==> src/rtl/frida_pkg.sv <==
// Shared types for the FRIDA ADC readout path: acquisition modes, sequencer
// states and the result-word packing helper for the default array geometry.
package frida_pkg;

    localparam int DEF_N_ADC      = 16;
    localparam int DEF_N_BITS     = 12;
    localparam int DEF_FIFO_DEPTH = 8;
    localparam int DEF_CW         = $clog2(DEF_N_ADC);

    typedef enum logic [1:0] {
        MODE_SINGLE = 2'd0,
        MODE_SCAN   = 2'd1,
        MODE_CONT   = 2'd2
    } mode_t;

    typedef enum logic [1:0] {
        ST_IDLE    = 2'd0,
        ST_ARM     = 2'd1,
        ST_CONVERT = 2'd2,
        ST_STORE   = 2'd3
    } state_t;

    // Channel tag sits above the data bits, matching the FIFO word layout.
    typedef struct packed {
        logic [DEF_CW-1:0]     chan;
        logic [DEF_N_BITS-1:0] data;
    } adc_word_t;

    function automatic adc_word_t adc_word_pack(input logic [DEF_CW-1:0]     chan,
                                                input logic [DEF_N_BITS-1:0] data);
        adc_word_t w;
        w.chan = chan;
        w.data = data;
        return w;
    endfunction

endpackage

==> src/rtl/frida_sync_fifo.sv <==
// Single-clock FIFO with flush; read data is held at zero while empty so the
// consumer never sees stale words after reset or flush.
module frida_sync_fifo #(
    parameter  int WIDTH = 16,
    parameter  int DEPTH = 8,
    localparam int AW    = $clog2(DEPTH)
) (
    input  logic             clk,
    input  logic             rst,
    input  logic             flush,
    input  logic             wr_en,
    input  logic [WIDTH-1:0] wr_data,
    input  logic             rd_en,
    output logic [WIDTH-1:0] rd_data,
    output logic             full,
    output logic             empty
);

    localparam int CNTW = AW + 1;

    logic [WIDTH-1:0] mem [DEPTH];
    logic [AW-1:0]    wr_ptr;
    logic [AW-1:0]    rd_ptr;
    logic [CNTW-1:0]  count;
    logic             do_wr;
    logic             do_rd;

    assign full  = (count == CNTW'(DEPTH));
    assign empty = (count == '0);
    assign do_rd = rd_en && !empty;
    // A pop in the same cycle frees the slot, so a full FIFO still accepts.
    assign do_wr = wr_en && (!full || do_rd);

    always_ff @(posedge clk or posedge rst) begin
        if (rst) begin
            wr_ptr <= '0;
            rd_ptr <= '0;
            count  <= '0;
        end else if (flush) begin
            wr_ptr <= '0;
            rd_ptr <= '0;
            count  <= '0;
        end else begin
            if (do_wr) wr_ptr <= wr_ptr + 1'b1;
            if (do_rd) rd_ptr <= rd_ptr + 1'b1;
            case ({do_wr, do_rd})
                2'b10:   count <= count + 1'b1;
                2'b01:   count <= count - 1'b1;
                default: count <= count;
            endcase
        end
    end

    always_ff @(posedge clk) begin
        if (do_wr && !flush) mem[wr_ptr] <= wr_data;
    end

    assign rd_data = empty ? '0 : mem[rd_ptr];

endmodule

==> src/rtl/adc_readout_seq.sv <==
// Readout sequencer: steers the comparator mux, assembles N_BITS decisions
// per word MSB-first and queues channel-tagged words behind a valid/ready port.
module adc_readout_seq
    import frida_pkg::*;
#(
    parameter  int N_ADC      = DEF_N_ADC,
    parameter  int N_BITS     = DEF_N_BITS,
    parameter  int FIFO_DEPTH = DEF_FIFO_DEPTH,
    localparam int CW         = $clog2(N_ADC)
) (
    input  logic              clk,
    input  logic              rst,
    input  logic              start,
    input  logic              stop,
    input  logic [1:0]        mode,
    input  logic [CW-1:0]     chan_sel,
    input  logic [N_ADC-1:0]  comp_in,
    input  logic              cmp_strobe,
    output logic [CW-1:0]     mux_sel,
    output logic              busy,
    output logic              out_valid,
    input  logic              out_ready,
    output logic [N_BITS-1:0] out_data,
    output logic [CW-1:0]     out_chan,
    output logic              overflow,
    input  logic              clear,
    output state_t            state_dbg
);

    // Output handshake: a word transfers on out_valid && out_ready; while
    // out_valid is high and out_ready low, out_data/out_chan hold stable.

    localparam int            BCW      = (N_BITS > 1) ? $clog2(N_BITS) : 1;
    localparam int            WW       = CW + N_BITS;
    localparam logic [CW-1:0]  LAST_CH  = CW'(N_ADC - 1);
    localparam logic [BCW-1:0] LAST_BIT = BCW'(N_BITS - 1);

    state_t            state;
    mode_t             mode_q;
    logic [N_BITS-1:0] shift_q;
    logic [BCW-1:0]    bit_cnt;
    logic              push;
    logic              pop;
    logic              fifo_full;
    logic              fifo_empty;
    logic [WW-1:0]     fifo_rdata;

    assign push      = (state == ST_STORE);
    assign pop       = out_valid && out_ready;
    assign state_dbg = state;

    always_ff @(posedge clk or posedge rst) begin
        if (rst) begin
            state   <= ST_IDLE;
            mode_q  <= MODE_SINGLE;
            mux_sel <= '0;
            busy    <= 1'b0;
            shift_q <= '0;
            bit_cnt <= '0;
        end else begin
            case (state)
                ST_IDLE: begin
                    if (start) begin
                        state   <= ST_ARM;
                        busy    <= 1'b1;
                        mode_q  <= (mode == 2'd3) ? MODE_SINGLE : mode_t'(mode);
                        mux_sel <= (chan_sel > LAST_CH) ? LAST_CH : chan_sel;
                    end
                end
                // Mux settle cycle: strobes are ignored and the word restarts.
                ST_ARM: begin
                    shift_q <= '0;
                    bit_cnt <= '0;
                    if (stop) begin
                        state <= ST_IDLE;
                        busy  <= 1'b0;
                    end else begin
                        state <= ST_CONVERT;
                    end
                end
                ST_CONVERT: begin
                    if (stop) begin
                        state   <= ST_IDLE;
                        busy    <= 1'b0;
                        shift_q <= '0;
                        bit_cnt <= '0;
                    end else if (cmp_strobe) begin
                        shift_q <= {shift_q[N_BITS-2:0], comp_in[mux_sel]};
                        if (bit_cnt == LAST_BIT) begin
                            bit_cnt <= '0;
                            state   <= ST_STORE;
                        end else begin
                            bit_cnt <= bit_cnt + 1'b1;
                        end
                    end
                end
                // The push happens this cycle regardless of stop; only the
                // follow-on acquisition is cancelled.
                ST_STORE: begin
                    if (stop || mode_q == MODE_SINGLE ||
                        (mode_q == MODE_SCAN && mux_sel == LAST_CH)) begin
                        state <= ST_IDLE;
                        busy  <= 1'b0;
                    end else begin
                        state <= ST_ARM;
                        if (mode_q == MODE_SCAN) mux_sel <= mux_sel + 1'b1;
                    end
                end
                default: begin
                    state <= ST_IDLE;
                    busy  <= 1'b0;
                end
            endcase
        end
    end

    // A clear in the same cycle as a dropped push wins: the flag stays low.
    always_ff @(posedge clk or posedge rst) begin
        if (rst)                                overflow <= 1'b0;
        else if (clear)                         overflow <= 1'b0;
        else if (push && fifo_full && !pop)     overflow <= 1'b1;
    end

    frida_sync_fifo #(
        .WIDTH (WW),
        .DEPTH (FIFO_DEPTH)
    ) u_fifo (
        .clk     (clk),
        .rst     (rst),
        .flush   (clear),
        .wr_en   (push),
        .wr_data ({mux_sel, shift_q}),
        .rd_en   (pop),
        .rd_data (fifo_rdata),
        .full    (fifo_full),
        .empty   (fifo_empty)
    );

    assign out_valid            = !fifo_empty;
    assign {out_chan, out_data} = fifo_rdata;

endmodule
==> config.mk <==
export PLATFORM = sky130hd
export DESIGN_NAME = adc_readout_seq
export DESIGN_NICKNAME = d
export VERILOG_FILES = /design/src/rtl/frida_pkg.sv /design/src/rtl/frida_sync_fifo.sv /design/src/rtl/adc_readout_seq.sv
export SDC_FILE = /design/constraint.sdc
export NUM_CORES = 1
export LEC_CHECK = 0
export BUFFER_PORTS_ARGS = -buffer_cell sky130_fd_sc_hd__buf_4
export CORE_MARGIN = 2
export CORE_UTILIZATION = 45
export CTS_CLUSTER_DIAMETER = 40
export DETAILED_ROUTE_END_ITERATION = 8
export SLEW_MARGIN = 30
export SYNTH_ARGS = -nofsm -noshare
export SYNTH_HDL_FRONTEND = slang
export SYNTH_SLANG_ARGS = --single-unit
==> constraint.sdc <==
create_clock -name clk -period 3 [get_ports clk]
set_input_delay 0.3 -clock clk [delete_from_list [all_inputs] [get_ports clk]]
set_output_delay 0.3 -clock clk [all_outputs]
set_load 0.005 [all_outputs]
; Word level (Yosys, flattened, before mapping)
; Memories as Yosys holds them, arrays and structs flattened.
; Cells that the tools add are included.
[classes]
addsub = 6
multipliers = 0
n_div = 0
order_cmp = 2
eq_ne = 17
n_shift = 0
n_mux = 37
n_bitwise = 0
reduce_logical = 29
[op_table]
columns = op, count
row1 = $mux 4, 8
row2 = $mux 12, 2
row3 = $pmux 12 s2, 1
row4 = $pmux 4 s2, 3
row5 = $mux 16, 1
row6 = $add 4x1->4 const B, 3
row7 = $eq 4x4->1 const B, 3
row8 = $mux 2, 6
row9 = $mux 3, 4
row10 = $reduce_bool 2->1, 5
row11 = $mux 1, 9
row12 = $eq 2x2->1 const B, 4
row13 = $pmux 2 s4, 1
row14 = $logic_and 1x1->1, 7
row15 = $add 3x1->3 const B, 2
row16 = $eq 2x1->1 const B, 3
row17 = $ne 2x1->1 const B, 3
row18 = $ne 3x3->1 const B, 2
row19 = $reduce_and 3->1, 2
row20 = $lt 4x5->1 const B, 1
row21 = $bmux 1 s4, 1
row22 = $gt 4x4->1 const B, 1
row23 = $logic_not 1->1, 4
row24 = $logic_not 2->1, 2
row25 = 9 further kinds, 13
[totals]
reg_bits = 36
latchBits = 0
ram_bits = 128
romBits = 0
memories = 1
[mem_list]
columns = name, words, word_bits, read_ports, rd_ports_with_merged_regs, write_ports, line
row1 = u_fifo.mem, 8, 16, 1, 0, 1, frida_sync_fifo.sv:21  ; logic [WIDTH-1:0] mem [DEPTH];

; Longest topological paths before layout
[logic_depth]
depth_word = 9
mapped_depth = 9
mapped_depth_nobuf = 9

; By module
; A second synthesis with hierarchy kept.
[unflattened]
hier_cells = 446
area_unflattened_um2 = 7134.3
[modules_own_cells]
columns = mod, instances, cells_per_inst, area_per_inst_um2
row1 = frida_sync_fifo, 1, 281, 5594.1
row2 = adc_readout_seq, 1, 165, 1540.2

; Least setup slack after synthesis
; No wires, ideal clock.
[synth_timing]
kind = register to register
from = register state[0], in the netlist state_dbg[0]
to = memory u_fifo.mem[1][0], enable pin
t_arrival_ps = 2400
required_ps = 2591
setup_slack_ps = 190
path_stages_with_launch = 6
n_path_buf = 1
synth_period_minus_slack_ps = 2810
cell_sequence = dfrtp_1 > ha_1 > buf_2 > o21ai_2 > or3b_1 > nor3_1
[synth_via]
elab_chain_len = 5
[synth_rtl]
columns = item, line
row1 = "start, declared", adc_readout_seq.sv:38  ; state_t state;
row2 = "start signal, assigned", adc_readout_seq.sv:54  ; state <= ST_IDLE;
row3 = "start signal, assigned", adc_readout_seq.sv:64  ; state <= ST_ARM;
row4 = "start signal, assigned", adc_readout_seq.sv:75  ; state <= ST_IDLE;
row5 = $eq 2x2->1, adc_readout_seq.sv:48  ; assign push = (state == ST_STORE);
row6 = $logic_and 1x1->1, frida_sync_fifo.sv:32  ; assign do_wr = wr_en && (!full || do_rd);
row7 = $logic_and 1x1->1, frida_sync_fifo.sv:55  ; if (do_wr && !flush) mem[wr_ptr] <= wr_data;
row8 = $mux 1, frida_sync_fifo.sv:55
row9 = $mux 1 (implied by the code), frida_sync_fifo.sv:55
row10 = "end, declared", frida_sync_fifo.sv:21
; No other way between the ends.

; Final worst setup path
[layout_timing]
from = register u_fifo.rd_ptr[0]
to = output port out_data[0]
[layout_via]
elab_chain_len = 2
[layout_rtl]
columns = item, line
row1 = "start, declared", frida_sync_fifo.sv:23  ; logic [AW-1:0] rd_ptr;
row2 = "start signal, assigned", frida_sync_fifo.sv:45  ; if (do_rd) rd_ptr <= rd_ptr + 1'b1;
row3 = $mem_v2 8x16, -
row4 = $mux 16, frida_sync_fifo.sv:58  ; assign rd_data = empty ? '0 : mem[rd_ptr];
row5 = "end, declared", adc_readout_seq.sv:23  ; output logic [N_BITS-1:0] out_data,
; No other way between the ends.

==> out/metrics.cfg <==
[cts]
post_cts_resized = 0
cts_hold_buf = 0
cts_sinks = 164
insertion_delay_ns = 0.41
cts_buffer_depth = 2
clk_pin_slew_ns = 0.06
cts_root_buf = clkbuf_16
cts_tree = built
htreeDepth = 4
cts_made_buffers = 17
cts_setup_buffers = 0

[sta]
timing.slew.headroom_pct = 62.51
tns_ns = 0
hold_viol = 0
max_freq_ghz = 0.3905
post-route-min-period_ns = 2.561
report.final.slew_viol_count = 0
skew_ns = 0.007902
whs_ns = 0.01214
rsz0062_at_grt = false
tightest_slew_ns = 0.5623
fin_crit_sh_pct = 85.35
finalSetupViolCount = 0

[logic_synthesis]
synth_ff_type = edfxtp_1
ys_seq_area_share_pct = 68.51
synth_most_common_cell = edfxtp_1
netlist.top_cell.by_area = edfxtp_1
yosysTopAreaCellShare_pct = 55.50
ys_warn_count = 0
synthTopCellsByArea = edfxtp_1 (56%), dfrtp_1 (13%), mux4_2 (10%)
syn_area_per_cell_um2 = 16.73
syn_area_mm2 = 0.006925
synth_commonest_cells = edfxtp_1 (128), nor2_1 (41), dfrtp_1 (36)
async_flop_share_pct = 21.95
syn-num-nets = 453
ys_ff_latch = 164
synth_edf_count = 128
syn_inst = 414
yosys.cell_types.count = 54

[placed_design]
place_congestion = 0.8260
place_area_mm2 = 0.007710
dpl.hpwl_um = 8901
io_buffers = 53

[outcome]
outcome = complete, no violations

[setup_path]
crit_path_start_kind = flop
worstPathCellList = buf_12 -> mux4_2 -> mux2i_1 -> nor2_1 -> buf_4
cp_max_fo = 25
cp.arrival_ns = 2.26
critPathKind = reg -> out
critPathCaptureType = output port
slowest_stage = dfrtp_2
slowest_delay_ns = 0.59
reg2regPathDepth = 9
required_ns = 2.70

[route]
antenna_left = 0
remaining_drc_errors = 0
drt-initial-drc-count = 286
wl_per_cell_um = 19.86
wl_um = 13790
vias_per_cell = 5.507
vias = 3822
dr.pass1.iters = 4

[power]
p_comb_share_pct = 22.2
power_w = 0.006233
p_clk_share_pct = 32.9
p_seq_share_pct = 44.8
pwr_density_cell_mw_per_mm2 = 754.1
netSwitchingPower_w = 0.001712
leakagePower_nw = 3.053
p_int_w = 0.004521
swShare_pct = 27.46
worst_ir_drop_vdd_v = 0.0004437

[global_routing]
grt_pass1_vias = 3902
grt_usage_pct = 18.25
grt_pass1_wl_um = 22010
grt_max_degree = 37
grt_overflow = 0
antenna_found_initial = 0

[finish]
antenna_cells = 0
fillers = 1183
layout-drive-gt1-share_pct = 29.64
area_delta_synth_final_pct = 19.35
fin_area_mm2 = 0.008265
nets = 532

[floorplanning]
die-area_mm2 = 0.01640
initial_core_util_pct = 45.72
num_rows = 45
io_pins = 54
core_mm2 = 0.01515
die_x_um = 128.1
die_height_um = 128.1

[worst_hold_path]
hold_class = in -> async

[job]
max-cap-violations = 0

==> power by group through the flow <==
stage                     combinational, W  sequential (W)  clock [W]
after global routing               0.00153         0.00282    0.00220
after global placement             0.00138         0.00283          0
final                              0.00139         0.00279    0.00205
after detailed placement           0.00141         0.00284          0
after floorplan                   0.000929         0.00277          0
after CTS                          0.00141         0.00280    0.00209
==> stage by stage <==
step                util, %  std cells  setup slack, ns
floorplan                 -        414           0.1904
global placement      50.90        662           0.7594
detailed placement    50.90        662           0.6256
CTS                   54.57        694           0.3739
global route          54.57        694           0.3227
finish                54.57        694           0.4395
==> registers in the layout, summed over array words and instances (netlist names) <==
register / flops
mux_sel: 4
shift_q: 12
mode_q: 2
bit_cnt: 4
overflow: 1
busy: 1
u_fifo.mem: 128
u_fifo.wr_ptr: 3
u_fifo.rd_ptr: 3
state_dbg: 2
u_fifo.count: 4
==> worst paths after layout <==
path	to	slack [ns]	startpoint
hold / removal	u_fifo.count[1]$_DFFE_PP0P_	0.01	rst
hold reg to reg	mode_q[0]$_DFFE_PP0P_	0.49	mode_q[0]$_DFFE_PP0P_
max in group asynchronous	u_fifo.rd_ptr[0]$_DFFE_PP0P_	2.62	rst
min in group clk	u_fifo.wr_ptr[2]$_DFFE_PP0P_	0.17	clear
setup / recovery	out_data[0]	0.44	u_fifo.rd_ptr[0]$_DFFE_PP0P_
setup reg to reg	u_fifo.count[3]$_DFFE_PP0P_	0.57	u_fifo.count[0]$_DFFE_PP0P_
==> critical path: cells and delay by family (launching register included) <==
family / cells / cell delay, ns
multiplexers: 2 / 0.75
buffers and inverters: 2 / 0.43
AND/OR/NAND/NOR: 1 / 0.07
flip-flops: 1 / 0.59
==> final cells by class <==
cell class,count,area [µm²],share of cell area [%]
Clock inverter,8,103.9,1.256
Clock buffer,24,451.7,5.465
Multi-Input combinational cell,222,2081,25.17
Tap cell,188,235.2,2.846
Inverter,10,37.54,0.4541
Sequential cell,164,4746,57.42
Timing Repair Buffer,78,610.6,7.387
==> metal layers <==
metal | GRT usage (%) | share of wire, % | up-vias
met4 | 6.723 | 1.2 | 0
met3 | 3.548 | 3.4 | 12
met2 | 30.23 | 51 | 95
li1 | - | - | 1783
met1 | 24.20 | 45 | 1932
met5 | 0 | 0 | -
==> logic make-up (layout without fill, tap and decap cells) <==
| family | count (synthesis) | count (layout) | share of synthesized area (%) |
|---|---|---|---|
| compound gates | 54 | 54 | 5.926 |
| xor+xnor | 6 | 6 | 0.7588 |
| fa+ha+maj | 10 | 10 | 1.807 |
| buf+inv | 28 | 120 | 1.716 |
| flops | 164 | 164 | 68.51 |
| mux | 61 | 61 | 14.67 |
| simple gates | 91 | 91 | 6.612 |
==> layout by cell type (no fill, tap or decap), types with 3 or more instances in the layout <==
| cell type | count |
|---|---|
| clkbuf_1 | 7 |
| o21ai_0 | 9 |
| nor3_1 | 4 |
| a22oi_1 | 3 |
| mux4_2 | 32 |
| nand2b_1 | 7 |
| clkbuf_16 | 17 |
| xor2_1 | 4 |
| nand3_1 | 7 |
| mux2i_1 | 25 |
| dfrtp_1 | 35 |
| nor2_1 | 41 |
| ha_1 | 10 |
| nand2_1 | 9 |
| buf_4 | 76 |
| edfxtp_1 | 128 |
| a22o_1 | 12 |
| or3_1 | 3 |
| a21oi_1 | 7 |
| a31oi_1 | 3 |
| nor2b_1 | 5 |
| inv_1 | 9 |
Power figures use the tool's default switching activity.
